**src/rtl/core_memory_arbiter_pkg.sv**
```systemverilog
// Shared definitions for the core memory arbiter: FSM states, grant identifiers
// and small address helpers.
package core_memory_arbiter_pkg;

    typedef enum logic [1:0] {
        ST_IDLE       = 2'd0,
        ST_BUSY_FETCH = 2'd1,
        ST_BUSY_DATA  = 2'd2,
        ST_DONE       = 2'd3
    } arb_state_e;

    typedef enum logic {
        GRANT_FETCH = 1'b0,
        GRANT_DATA  = 1'b1
    } arb_grant_e;

    localparam logic [3:0] FETCH_BYTE_SEL = 4'b1111;

    // Fetch addresses are byte addresses; the memory port only sees words.
    function automatic logic [31:0] word_align(input logic [31:0] addr);
        return addr & 32'hFFFF_FFFC;
    endfunction

endpackage

```
**src/rtl/core_memory_arbiter_if.sv**
```systemverilog
// Bundle of the fetch, load/store and shared memory port signals of the arbiter.
interface core_memory_arbiter_if;

    logic        fetchRequest;
    logic [31:0] fetchAddress;
    logic [31:0] fetchData;
    logic        fetchDone;
    logic        fetchError;

    logic        dataEnable;
    logic        dataWriteEnable;
    logic [3:0]  dataByteSelect;
    logic [31:0] dataAddress;
    logic [31:0] dataWriteData;
    logic [31:0] dataReadData;
    logic        dataDone;
    logic        dataError;

    logic        memEnable;
    logic        memWriteEnable;
    logic [3:0]  memByteSelect;
    logic [31:0] memAddress;
    logic [31:0] memWriteData;
    logic [31:0] memReadData;
    logic        memAck;

    // Arbiter side.
    modport slave (
        input  fetchRequest, fetchAddress,
        output fetchData, fetchDone, fetchError,
        input  dataEnable, dataWriteEnable, dataByteSelect, dataAddress, dataWriteData,
        output dataReadData, dataDone, dataError,
        output memEnable, memWriteEnable, memByteSelect, memAddress, memWriteData,
        input  memReadData, memAck
    );

    // Requesters and memory model side.
    modport master (
        output fetchRequest, fetchAddress,
        input  fetchData, fetchDone, fetchError,
        output dataEnable, dataWriteEnable, dataByteSelect, dataAddress, dataWriteData,
        input  dataReadData, dataDone, dataError,
        input  memEnable, memWriteEnable, memByteSelect, memAddress, memWriteData,
        output memReadData, memAck
    );

endinterface

```
**src/rtl/core_memory_arbiter.sv**
```systemverilog
// Round-robin arbiter sharing one memory port between instruction fetch and
// load/store traffic, with an optional per-transaction ack timeout.
module core_memory_arbiter
    import core_memory_arbiter_pkg::*;
#(
    parameter int unsigned TIMEOUT_CYCLES = 32'd255
) (
    input  logic                  clk,
    input  logic                  rst,
    core_memory_arbiter_if.slave  io_bus
);

    localparam int unsigned CNT_W = (TIMEOUT_CYCLES > 32'd1) ? $clog2(TIMEOUT_CYCLES + 32'd1) : 32'd1;

    arb_state_e   r_state;
    arb_grant_e   r_last_grant;
    logic [CNT_W-1:0] r_cnt;
    logic         r_block_fetch;
    logic         r_block_data;
    logic [31:0]  r_fetch_data;
    logic         r_fetch_done;
    logic         r_fetch_err;
    logic [31:0]  r_data_rdata;
    logic         r_data_done;
    logic         r_data_err;
    logic         r_mem_en;
    logic         r_mem_we;
    logic [3:0]   r_mem_be;
    logic [31:0]  r_mem_addr;
    logic [31:0]  r_mem_wdata;

    logic             w_fetch_elig;
    logic             w_data_elig;
    logic             w_grant_data;
    logic             w_is_data;
    logic [CNT_W-1:0] w_cnt_next;
    logic             w_timeout;

    // A requester whose Done just pulsed sits out one IDLE cycle.
    assign w_fetch_elig = io_bus.fetchRequest & ~r_block_fetch;
    assign w_data_elig  = io_bus.dataEnable & ~r_block_data;
    assign w_grant_data = w_data_elig & (~w_fetch_elig | (r_last_grant == GRANT_FETCH));
    assign w_is_data    = (r_state == ST_BUSY_DATA);
    assign w_cnt_next   = r_cnt + CNT_W'(1);
    assign w_timeout    = (TIMEOUT_CYCLES != 32'd0) && (w_cnt_next == CNT_W'(TIMEOUT_CYCLES));

    // Arbitration FSM with registered port and completion outputs.
    always_ff @(posedge clk or negedge rst) begin
        if (!rst) begin
            r_state       <= ST_IDLE;
            r_last_grant  <= GRANT_FETCH;
            r_cnt         <= '0;
            r_block_fetch <= 1'b0;
            r_block_data  <= 1'b0;
            r_fetch_data  <= 32'h0;
            r_fetch_done  <= 1'b0;
            r_fetch_err   <= 1'b0;
            r_data_rdata  <= 32'h0;
            r_data_done   <= 1'b0;
            r_data_err    <= 1'b0;
            r_mem_en      <= 1'b0;
            r_mem_we      <= 1'b0;
            r_mem_be      <= 4'h0;
            r_mem_addr    <= 32'h0;
            r_mem_wdata   <= 32'h0;
        end else begin
            case (r_state)
                ST_IDLE: begin
                    r_block_fetch <= 1'b0;
                    r_block_data  <= 1'b0;
                    r_cnt         <= '0;
                    if (w_grant_data) begin
                        r_state      <= ST_BUSY_DATA;
                        r_last_grant <= GRANT_DATA;
                        r_mem_en     <= 1'b1;
                        r_mem_we     <= io_bus.dataWriteEnable;
                        r_mem_be     <= io_bus.dataByteSelect;
                        r_mem_addr   <= io_bus.dataAddress;
                        r_mem_wdata  <= io_bus.dataWriteData;
                    end else if (w_fetch_elig) begin
                        r_state      <= ST_BUSY_FETCH;
                        r_last_grant <= GRANT_FETCH;
                        r_mem_en     <= 1'b1;
                        r_mem_we     <= 1'b0;
                        r_mem_be     <= FETCH_BYTE_SEL;
                        r_mem_addr   <= word_align(io_bus.fetchAddress);
                        r_mem_wdata  <= 32'h0;
                    end else begin
                        r_state <= ST_IDLE;
                    end
                end
                ST_BUSY_FETCH, ST_BUSY_DATA: begin
                    // An ack in the timeout cycle takes priority over the timeout.
                    if (io_bus.memAck || w_timeout) begin
                        r_state  <= ST_DONE;
                        r_mem_en <= 1'b0;
                        r_mem_we <= 1'b0;
                        if (w_is_data) begin
                            r_data_done  <= 1'b1;
                            r_data_err   <= ~io_bus.memAck;
                            r_data_rdata <= (io_bus.memAck && !r_mem_we) ? io_bus.memReadData : 32'h0;
                        end else begin
                            r_fetch_done <= 1'b1;
                            r_fetch_err  <= ~io_bus.memAck;
                            r_fetch_data <= io_bus.memAck ? io_bus.memReadData : 32'h0;
                        end
                    end else begin
                        r_cnt <= w_cnt_next;
                    end
                end
                ST_DONE: begin
                    r_state       <= ST_IDLE;
                    r_block_fetch <= r_fetch_done;
                    r_block_data  <= r_data_done;
                    r_fetch_done  <= 1'b0;
                    r_fetch_err   <= 1'b0;
                    r_data_done   <= 1'b0;
                    r_data_err    <= 1'b0;
                end
                default: begin
                    r_state  <= ST_IDLE;
                    r_mem_en <= 1'b0;
                    r_mem_we <= 1'b0;
                end
            endcase
        end
    end

    assign io_bus.fetchData      = r_fetch_data;
    assign io_bus.fetchDone      = r_fetch_done;
    assign io_bus.fetchError     = r_fetch_err;
    assign io_bus.dataReadData   = r_data_rdata;
    assign io_bus.dataDone       = r_data_done;
    assign io_bus.dataError      = r_data_err;
    assign io_bus.memEnable      = r_mem_en;
    assign io_bus.memWriteEnable = r_mem_we;
    assign io_bus.memByteSelect  = r_mem_be;
    assign io_bus.memAddress     = r_mem_addr;
    assign io_bus.memWriteData   = r_mem_wdata;

endmodule

```
**src/flat_wrapper.sv**
```systemverilog
// flat-port wrapper written by rule: the top's interface ports become plain ports
module core_memory_arbiter_flat import core_memory_arbiter_pkg::*;
#(
    parameter int unsigned TIMEOUT_CYCLES = 32'd255
)
  (clk, rst, io_bus_fetchRequest, io_bus_fetchAddress, io_bus_fetchData, io_bus_fetchDone, io_bus_fetchError, io_bus_dataEnable, io_bus_dataWriteEnable, io_bus_dataByteSelect, io_bus_dataAddress, io_bus_dataWriteData, io_bus_dataReadData, io_bus_dataDone, io_bus_dataError, io_bus_memEnable, io_bus_memWriteEnable, io_bus_memByteSelect, io_bus_memAddress, io_bus_memWriteData, io_bus_memReadData, io_bus_memAck);
  core_memory_arbiter_if io_bus_i ();
  input  logic clk;
  input  logic rst;
  input wire logic [$bits(io_bus_i.fetchRequest)-1:0] io_bus_fetchRequest;
  input wire logic [$bits(io_bus_i.fetchAddress)-1:0] io_bus_fetchAddress;
  output wire logic [$bits(io_bus_i.fetchData)-1:0] io_bus_fetchData;
  output wire logic [$bits(io_bus_i.fetchDone)-1:0] io_bus_fetchDone;
  output wire logic [$bits(io_bus_i.fetchError)-1:0] io_bus_fetchError;
  input wire logic [$bits(io_bus_i.dataEnable)-1:0] io_bus_dataEnable;
  input wire logic [$bits(io_bus_i.dataWriteEnable)-1:0] io_bus_dataWriteEnable;
  input wire logic [$bits(io_bus_i.dataByteSelect)-1:0] io_bus_dataByteSelect;
  input wire logic [$bits(io_bus_i.dataAddress)-1:0] io_bus_dataAddress;
  input wire logic [$bits(io_bus_i.dataWriteData)-1:0] io_bus_dataWriteData;
  output wire logic [$bits(io_bus_i.dataReadData)-1:0] io_bus_dataReadData;
  output wire logic [$bits(io_bus_i.dataDone)-1:0] io_bus_dataDone;
  output wire logic [$bits(io_bus_i.dataError)-1:0] io_bus_dataError;
  output wire logic [$bits(io_bus_i.memEnable)-1:0] io_bus_memEnable;
  output wire logic [$bits(io_bus_i.memWriteEnable)-1:0] io_bus_memWriteEnable;
  output wire logic [$bits(io_bus_i.memByteSelect)-1:0] io_bus_memByteSelect;
  output wire logic [$bits(io_bus_i.memAddress)-1:0] io_bus_memAddress;
  output wire logic [$bits(io_bus_i.memWriteData)-1:0] io_bus_memWriteData;
  input wire logic [$bits(io_bus_i.memReadData)-1:0] io_bus_memReadData;
  input wire logic [$bits(io_bus_i.memAck)-1:0] io_bus_memAck;
  assign io_bus_i.fetchRequest = io_bus_fetchRequest;
  assign io_bus_i.fetchAddress = io_bus_fetchAddress;
  assign io_bus_fetchData = io_bus_i.fetchData;
  assign io_bus_fetchDone = io_bus_i.fetchDone;
  assign io_bus_fetchError = io_bus_i.fetchError;
  assign io_bus_i.dataEnable = io_bus_dataEnable;
  assign io_bus_i.dataWriteEnable = io_bus_dataWriteEnable;
  assign io_bus_i.dataByteSelect = io_bus_dataByteSelect;
  assign io_bus_i.dataAddress = io_bus_dataAddress;
  assign io_bus_i.dataWriteData = io_bus_dataWriteData;
  assign io_bus_dataReadData = io_bus_i.dataReadData;
  assign io_bus_dataDone = io_bus_i.dataDone;
  assign io_bus_dataError = io_bus_i.dataError;
  assign io_bus_memEnable = io_bus_i.memEnable;
  assign io_bus_memWriteEnable = io_bus_i.memWriteEnable;
  assign io_bus_memByteSelect = io_bus_i.memByteSelect;
  assign io_bus_memAddress = io_bus_i.memAddress;
  assign io_bus_memWriteData = io_bus_i.memWriteData;
  assign io_bus_i.memReadData = io_bus_memReadData;
  assign io_bus_i.memAck = io_bus_memAck;
  core_memory_arbiter #(.TIMEOUT_CYCLES(TIMEOUT_CYCLES)) u_core (.clk(clk), .rst(rst), .io_bus(io_bus_i));
endmodule
```
**config.mk**
```make
export PLATFORM = sky130hd
export DESIGN_NAME = core_memory_arbiter_flat
export DESIGN_NICKNAME = d
export VERILOG_FILES = /design/src/rtl/core_memory_arbiter_pkg.sv /design/src/rtl/core_memory_arbiter_if.sv /design/src/rtl/core_memory_arbiter.sv /design/src/flat_wrapper.sv
export SDC_FILE = /design/constraint.sdc
export NUM_CORES = 1
export LEC_CHECK = 0
export BUFFER_PORTS_ARGS = -buffer_cell sky130_fd_sc_hd__buf_4
export CORE_UTILIZATION = 43
export DETAILED_ROUTE_END_ITERATION = 8
export GPL_TIMING_DRIVEN = 0
export PLACE_DENSITY_LB_ADDON = 0.08
export SLEW_MARGIN = 20
export SYNTH_ARGS = -nofsm -noshare
export SYNTH_HDL_FRONTEND = slang
export SYNTH_SLANG_ARGS = --single-unit
```
**constraint.sdc**
```tcl
create_clock -name clk -period 2.1 [get_ports clk]
set_input_delay 0 -clock clk [delete_from_list [all_inputs] [get_ports clk]]
set_output_delay 0 -clock clk [all_outputs]
set_load 0.005 [all_outputs]
```
==> Word level (Yosys, flattened, before mapping) <==
Cells that the tools add are included.
{ "totals": {"ff_bits": 151, "wordCells": 88} }
{ "classes": {"addsub": 1, "eq_ne": 9, "mux": 36, "bitwise": 10, "reduce_logical": 16} }
{ "ops": {"columns": ["op", "n"], "rows": [
  ["$mux W32", 6],
  ["$pmux W1 S2", 8],
  ["$pmux W8 S2", 1],
  ["$mux W1", 15],
  ["$reduce_and A3 Y1", 5],
  ["$add A8 B1 Y8 const B", 1],
  ["$eq A8 B8 Y1 const B", 1],
  ["$mux W4", 2],
  ["$mux W8", 1],
  ["$reduce_bool A2 Y1", 4],
  ["$not A1 Y1", 6],
  ["$pmux W2 S3", 1],
  ["$eq A2 B2 Y1 const B", 2],
  ["$mux W2", 2],
  ["$ne A2 B1 Y1 const B", 2],
  ["$ne A2 B2 Y1 const B", 2],
  ["$reduce_and A2 Y1", 2],
  ["$and A1 B1 Y1", 3],
  ["$ne A3 B1 Y1 const B", 1],
  ["$eq A2 B1 Y1 const B", 1],
  ["$logic_not A2 Y1", 1],
  ["$reduce_or A2 Y1", 1],
  ["$logic_and A1 B1 Y1", 1],
  ["$logic_not A1 Y1", 1],
  ["2 further kinds", 2]
]} }

==> Depth between registers and ports, before layout <==
Gate-level depths: netlist of the first run.
{ "logic_depth": {"ltp_word": 7, "ltp_mapped": 9, "mapped_depth_nobuf": 6} }

==> Worst setup path after synthesis of the first run <==
No wires, ideal clock.
{ "synth_path": {"kind": "flip-flop to flip-flop", "startpoint": "register u_core.r_cnt[1]", "endpoint": "register u_core.r_data_rdata[0] (netlist: u_core.io_bus.dataReadData[0])", "setup_ps": 79, "t_arrival_ps": 2006, "required_ps": 2021, "slack_ps": 15, "path_stages_with_launch": 9, "path_buffers": 2, "synth_period_minus_slack_ps": 2085, "path_cell_list": "dfrtp_1 -> ha_1 -> xor2_1 -> nand4_1 -> o21a_1 -> buf_6 -> nor3_4 -> buf_8 -> mux2i_1"} }
{ "synth_between": {"elab_chain_len": 4} }
{ "synth_rtl": {"columns": ["element", "line_no", "source"], "rows": [
  ["start: declaration", "core_memory_arbiter.sv:17", "logic [CNT_W-1:0] r_cnt;"],
  ["start signal: assignment", "core_memory_arbiter.sv:108", "r_cnt <= w_cnt_next;"],
  ["$add A8 B1 Y8", "core_memory_arbiter.sv:44", "assign w_cnt_next = r_cnt + CNT_W'(1);"],
  ["$eq A8 B8 Y1", "core_memory_arbiter.sv:45", "assign w_timeout = (TIMEOUT_CYCLES != 32'd0) && (w_cnt_next == CNT_W'(TIMEOUT_CYCLES));"],
  ["$logic_or A1 B1 Y1", "core_memory_arbiter.sv:94", "if (io_bus.memAck || w_timeout) begin"],
  ["$reduce_and A3 Y1 (no line)", null, null],
  ["end signal: assignment", "core_memory_arbiter.sv:101", "r_data_rdata <= (io_bus.memAck && !r_mem_we) ? io_bus.memReadData : 32'h0;"],
  ["end: declaration", "core_memory_arbiter.sv:23", "logic [31:0] r_data_rdata;"]
]} }
Every way passes these cells.
A chain may end at the register's enable or synchronous reset.

==> Worst setup path in the final report of the first run <==
{ "layout_path": {"startpoint": "register u_core.r_cnt[1]", "endpoint": "register u_core.r_data_rdata[20] (netlist: u_core.io_bus.dataReadData[20])"} }
Same word-level chain as after synthesis.

==> flow_metrics.env, run 1 <==
export IMPL_crit_buf_inv=3
export IMPL_p_leak_nw=5.47
export IMPL_ant_nets=0
export IMPL_utilization_pct=76.2
export IMPL_num_rows=44
export IMPL_grt_max_degree=85
export IMPL_postSynthAreaPerCell_sq_um=11.5
export IMPL_ys_types=50
export IMPL_status="finished with violations"
export IMPL_maxSlewViolCount=0
export IMPL_hold_path_class="input pin to register"
export IMPL_ios=276
export IMPL_period_share_pct=103
export IMPL_critPathLaunchType="register"
export IMPL_die_area_sq_um=15800
export IMPL_synth_edf_count=0
export IMPL_synth_net_count=715
export IMPL_antenna_cells=0
export IMPL_overflow=0
export IMPL_worst_path_largest_cell_delay_ns=0.46
export IMPL_grt_pass1_vias=6892
export IMPL_grt_pass1_wl_microns=35700
export IMPL_synth_top_area_share_pct=57.5
export IMPL_drt_wl_total_microns=22600
export IMPL_worst_path_max_fanout=5
export IMPL_power_density_nw_per_um2=1320
export IMPL_rrSetupSlack_ns=-0.07
export IMPL_synth_area_leaders="dfrtp_1 58%, mux2i_1 9.9%, a22o_1 9.2%"
export IMPL_r2r_end="u_core.io_bus.dataReadData[20]"
export IMPL_cts_sinks=151
export IMPL_cap_violations=0
export IMPL_initial_core_util_pct=44.7
export IMPL_worstPathRequired_ns=2.43
export IMPL_gr_usage_all_layers_pct=29.2
export IMPL_clkTransAtPathRegs_ns=0.06
export IMPL_min_delay_start="io_bus_fetchRequest"
export IMPL_dp_hpwl_microns=14500
export IMPL_io_buffer_count=273
export IMPL_drt_iter0_markers=350
export IMPL_dieWidth_microns=126
export IMPL_clk_latency_ns=0.43
export IMPL_drt_vias_per_instance=5.22
export IMPL_syn_inst=570
export IMPL_tightest_slew_ns=0.527
export IMPL_synth_area_sq_um=6570
export IMPL_fin_ws_ns=-0.0732
export IMPL_cts_root_buf="clkbuf_16"
export IMPL_rsz0062_at_grt="yes"
export IMPL_max_slew_margin_pct=64.8
export IMPL_r2r_start="u_core.r_cnt[1]"
export IMPL_dr_pass1_iters=9
export IMPL_synth_warnings=0
export IMPL_layout_nets=1164
export IMPL_cts_buffer_depth=2
export IMPL_ys_top_cells_by_count="151 x dfrtp_1, 79 x nand2_1, 69 x a22o_1, 65 x mux2i_1, 41 x inv_1"
export IMPL_cp_slowest_cell="dfrtp_2"
export IMPL_cts_tree="yes"
export IMPL_yosys_register_bits=151
export IMPL_place_gp_congestion=0.856
export IMPL_htree_levels=4
export IMPL_min_to="u_core.io_bus.memEnable"
export IMPL_num_vias=6345
export IMPL_skew_ns=0.00897
export IMPL_drc=15
export IMPL_worst_r2r_path_depth=9
export IMPL_violations="design-rule violations, negative setup slack"
export IMPL_hold_slack_ns=0.105
export IMPL_synth_yosys_seq_area_share_pct=57.5
export IMPL_ir_drop_v=0.000626
export IMPL_cts_made_buffers=17
export IMPL_wl_per_cell_microns=18.6
export IMPL_arrival_ns=2.50
export IMPL_worstPathCellList="ha_4, xor2_1, nand4_1, o21a_1, buf_6, nor3_4, buf_6, buf_12, mux2i_2"
export IMPL_hold_viol=0
export IMPL_total_power_w=0.0148
export IMPL_core_area_sq_um=14700
export IMPL_timing_worst_setup_path_type="register to register"
export IMPL_yosys_most_used_dff="dfrtp_1"
export IMPL_max_freq_ghz=0.460
export IMPL_cp_common_cell="buf_6"
export IMPL_setup_viol=17
export IMPL_areaGrowthSynthToFinish_pct=70.4
export IMPL_critical_path_top_delay_family="flip-flops"
export IMPL_cp_end_kind="register"
export IMPL_tns_ns=-0.329
export IMPL_antenna_found_initial=0
export IMPL_synth_area_leader_cell="dfrtp_1"
export IMPL_drive_above_1_share_pct=36.1
export IMPL_holdPathStages=4
export IMPL_synth_most_common_cell="dfrtp_1"
export IMPL_min_period_ns=2.17
export IMPL_synthArstFlopShare_pct=100
export IMPL_die_height_microns=126
## cells by family after synthesis
group	Yosys count	share of synthesized area (%)
AND/OR/NAND/NOR	115	7.94
adder cells (fa/ha/maj)	7	1.33
flip-flops	151	57.5
XOR/XNOR	3	0.400
multiplexers	67	10.3
AO/OA/AOI/OAI	146	16.9
buffers and inverters	81	5.60
## worst min-delay path, stage by stage
cell	delay, ns
buf_4	0.11
nand2b_1	0.08
a31o_2	0.22
o21ai_1	0.07
## flip-flops by register name (all words and copies together) (netlist names), 2 cells and up
signal / count
u_core.io_bus.dataReadData: 32
u_core.io_bus.fetchData: 32
u_core.io_bus.memAddress: 32
u_core.io_bus.memWriteData: 32
u_core.r_cnt: 8
u_core.io_bus.memByteSelect: 4
u_core.r_state: 2
## placed cells by master (no fill, tap or decap), types with 3 or more instances in the layout
| cell | synthesis | final |
|---|---|---|
| ha_1 | 7 | 6 |
| inv_1 | 41 | 41 |
| nor3_1 | 3 | 3 |
| o211ai_1 | 6 | 6 |
| buf_12 | 0 | 4 |
| clkbuf_2 | 0 | 5 |
| clkinvlp_4 | 0 | 5 |
| mux2i_2 | 1 | 5 |
| nor2_1 | 7 | 7 |
| and2_1 | 3 | 3 |
| a21oi_1 | 4 | 3 |
| a22o_1 | 69 | 69 |
| dfrtp_1 | 151 | 150 |
| buf_2 | 12 | 9 |
| clkbuf_8 | 0 | 3 |
| clkbuf_1 | 20 | 18 |
| clkbuf_16 | 0 | 20 |
| buf_4 | 0 | 292 |
| nand2_1 | 79 | 79 |
| nand3_1 | 7 | 6 |
| o21ai_1 | 35 | 34 |
| o22a_1 | 4 | 4 |
| mux2i_1 | 65 | 61 |
| dlygate4sd3_1 | 0 | 133 |
| buf_6 | 2 | 5 |
| o21ai_0 | 6 | 6 |
## stage by stage
stage	setup WS [ns]	area (sq um)	cells
floorplan	0.0150	6570	570
global placement	-0.310	8850	1027
detailed placement	-0.348	8890	1028
CTS	-0.0134	10900	1199
global route	-0.133	11200	1216
finish	-0.0732	11200	1216
## per-layer routing
layer	routed length, microns	vias to the layer above	track usage [%]
met4	837	0	14.0
met2	11400	268	50.2
li1	-	2921	-
met5	0	-	0
met1	8840	3098	33.8
met3	1530	58	7.99
## where the power goes
group | switching [W] | leakage [nW] | internal [W] | total, W
logic | 0.00301 | 3.32 | 0.00350 | 0.00652
registers | 0.000917 | 1.87 | 0.00430 | 0.00522
clock network | 0.00122 | 0.275 | 0.00185 | 0.00307
## layout make-up
class | count | area [sq um]
Timing Repair Buffer | 430 | 3660
Sequential cell | 151 | 3780
Inverter | 41 | 154
Buffer | 40 | 250
Tap cell | 184 | 230
Clock inverter | 10 | 120
Multi-Input combinational cell | 338 | 2530
Fill cell | 911 | 3500
Clock buffer | 22 | 474
## repair_timing
action | in CTS | in global routing
endpoints found under the setup margin | 119 | 120
hold buffers | 133 | 0
gates cloned | 0 | 3
hold endpoints to repair | 202 | 0
pin swaps | 2 | 8
resized for setup | 7 | 37
setup buffers | 6 | 14
## worst max path at each step
stage	startpoint	to	slack, ns	cells past startpoint
CTS	u_core.r_cnt[1]	u_core.io_bus.dataReadData[31]	-0.01	9
floorplan	u_core.r_cnt[1]	u_core.io_bus.dataReadData[0]	0.02	8
finish	u_core.r_cnt[1]	u_core.io_bus.dataReadData[20]	-0.07	9
global placement	u_core.r_cnt[1]	u_core.io_bus.dataReadData[0]	-0.31	8
global route	u_core.r_cnt[1]	u_core.io_bus.dataReadData[20]	-0.13	9
detailed placement	u_core.r_cnt[1]	u_core.io_bus.dataReadData[31]	-0.35	8
Note: power is estimated with default switching activity, not from simulation.
==> run 2, diff against run 1 <==
CORE_UTILIZATION = 40   (was 43)
CTS_BUF_LIST = sky130_fd_sc_hd__clkbuf_4 sky130_fd_sc_hd__clkbuf_8   (was not set)
==> flow_metrics.env, run 2 (synthesis gave the netlist of run 1 again) <==
export IMPL_status="finished with violations"
export IMPL_violations="negative setup slack"
export IMPL_pre_cts_ws_ns=-0.332
export IMPL_cts_buffer_depth=2
export IMPL_internal_power_w=0.00903
export IMPL_areaGrowthSynthToFinish_pct=66.3
export IMPL_io_buffer_count=273
export IMPL_power_frac_clock_pct=17.8
export IMPL_cp_end_kind="register"
export IMPL_grt_max_degree=84
export IMPL_worstPathRequired_ns=2.41
export IMPL_dp_hpwl_microns=14200
export IMPL_min_period_ns=2.11
export IMPL_htree_levels=4
export IMPL_tightest_slew_ns=0.544
export IMPL_grt_pass1_wl_microns=33900
export IMPL_power_density_nw_per_um2=1280
export IMPL_tns_ns=-0.0140
export IMPL_skew_ns=0.0110
export IMPL_ir_drop_v=0.000636
export IMPL_final_cell_mix="285 x buf_4, 148 x dfrtp_1, 133 x dlygate4sd3_1, 79 x nand2_1, 69 x a22o_1"
export IMPL_overflow=0
export IMPL_timing_worst_setup_path_type="register to register"
export IMPL_hold_viol=0
export IMPL_wl_per_cell_microns=17.6
export IMPL_maxSlewViolCount=0
export IMPL_dr_pass1_iters=5
export IMPL_drt_iter0_markers=274
export IMPL_die_height_microns=130
export IMPL_worst_path_max_fanout=7
export IMPL_rsz0062_at_grt="yes"
export IMPL_core_area_sq_um=15900
export IMPL_pwr_share_seq_pct=37.0
export IMPL_layout_nets=1155
export IMPL_antenna_found_initial=0
export IMPL_place_gp_congestion=0.816
export IMPL_cts_tree="yes"
export IMPL_total_power_w=0.0140
export IMPL_clk_latency_ns=0.45
export IMPL_hold_path_class="input pin to register"
export IMPL_worst_path_largest_cell_delay_ns=0.47
export IMPL_initial_core_util_pct=41.2
export IMPL_max_slew_margin_pct=63.7
export IMPL_gr_usage_all_layers_pct=26.2
export IMPL_critPathLaunchType="register"
export IMPL_cts_root_buf="clkbuf_8"
export IMPL_sw_frac_of_total_pct=35.3
export IMPL_p_leak_nw=5.33
export IMPL_dieWidth_microns=130
export IMPL_power_frac_comb_pct=45.2
export IMPL_cts_sinks=151
export IMPL_num_rows=46
export IMPL_clkTransAtPathRegs_ns=0.09
export IMPL_arrival_ns=2.42
export IMPL_place_inst=1060
export IMPL_worstPathCellList="buf_4, a21bo_2, o21ai_2, a311o_1, buf_4, a2111oi_0, a211oi_1"
export IMPL_period_share_pct=101
export IMPL_drt_vias_per_instance=5.03
export IMPL_fin_ws_ns=-0.0140
export IMPL_die_area_sq_um=16900
export IMPL_grt_pass1_vias=6595
export IMPL_setup_viol=1
export IMPL_cts_made_buffers=17
export IMPL_ios=276
export IMPL_drive_above_1_share_pct=35.3
export IMPL_utilization_pct=68.6
export IMPL_cp_common_cell="buf_4"
export IMPL_max_freq_ghz=0.473
export IMPL_nFillCells=1151
export IMPL_drc=0
export IMPL_ant_nets=0
export IMPL_cp_slowest_cell="a2111oi_0"
export IMPL_p_switching_w=0.00494
export IMPL_num_vias=6228
export IMPL_drt_wl_total_microns=21800
export IMPL_antenna_cells=0
export IMPL_cap_violations=0
export IMPL_finalNonFillerCells=1238
export IMPL_final_common_cell="buf_4"
-- run 2: cell types whose count changed in the layout (fill, tap and decap cells not counted), sizes merged --
cell,previous run,this run
clkbuf,46,39
inv,42,43
clkinv,2,5
clkinvlp,5,2
bufinv,2,4
buf,313,307
-- run 2: final timing paths --
| path | from | to | slack, ns | cells past startpoint |
|---|---|---|---|---|
| min in group asynchronous | rst | u_core.io_bus.fetchData[17] | 0.08 | 2 |
| max reg2reg | u_core.r_cnt[1] | u_core.r_cnt[5] | -0.01 | 7 |
| min reg2reg | u_core.io_bus.memAddress[2] | u_core.io_bus.memAddress[2] | 0.48 | 2 |
| max in group asynchronous | rst | u_core.io_bus.memAddress[23] | 1.24 | 3 |
| max | u_core.r_cnt[1] | u_core.r_cnt[5] | -0.01 | 7 |
| min | io_bus_fetchRequest | u_core.io_bus.memEnable | 0.07 | 4 |
-- run 2: routing by layer --
layer  global-route usage [%]  vias up  share of wire (%)
met5                        0        -                  0
met4                     11.3        0                2.6
met3                     7.42       48                6.8
met2                     44.5      254                 50
met1                     30.9     3025                 40
li1                         -     2901                  -
-- run 2: timing repair --
| action | in CTS | in global routing |
|---|---|---|
| hold endpoints to repair | 272 | 0 |
| resized for setup | 7 | 20 |
| setup buffers | 5 | 9 |
| pin swaps | 4 | 5 |
| hold buffers | 133 | 0 |
| setup endpoints to repair | 129 | 108 |
| gates cloned | 0 | 1 |
-- run 2: critical path: cells and delay by family, from the launching register on --
kind / cells / cell delay [ns]
AO/OA/AOI/OAI: 5 / 1.21
buffers and inverters: 2 / 0.34
flip-flops: 1 / 0.43
-- run 2: stage by stage --
| stage | hold WS (ns) | cell area (sq um) |
|---|---|---|
| final | 0.0652 | 10900 |
| after global routing | 0.0608 | 10900 |
| after CTS | 0.0347 | 10800 |
| after detailed placement | -0.0111 | 8930 |
| after global placement | 0.214 | 8890 |
| after floorplan | -0.296 | 6570 |
-- run 2: final cells by class --
type	instances	area (sq um)	area share [%]
plain buffers	39	235	2.15
clock buffers	18	241	2.21
clock inverters	13	199	1.82
inverters	41	154	1.41
multi-input cells	338	2490	22.8
flip-flops and latches	151	3780	34.6
well taps	216	270	2.47
repair buffers	422	3560	32.6
-- run 2: power groups by stage --
stage          clock (W)  combinational [W]  sequential (W)
2_1_floorplan          0            0.00265         0.00515
3_3_place_gp           0            0.00579         0.00511
3_5_place_dp           0            0.00595         0.00514
4_1_cts          0.00253            0.00618         0.00513
5_1_grt          0.00265            0.00690         0.00532
6_report         0.00249            0.00632         0.00516
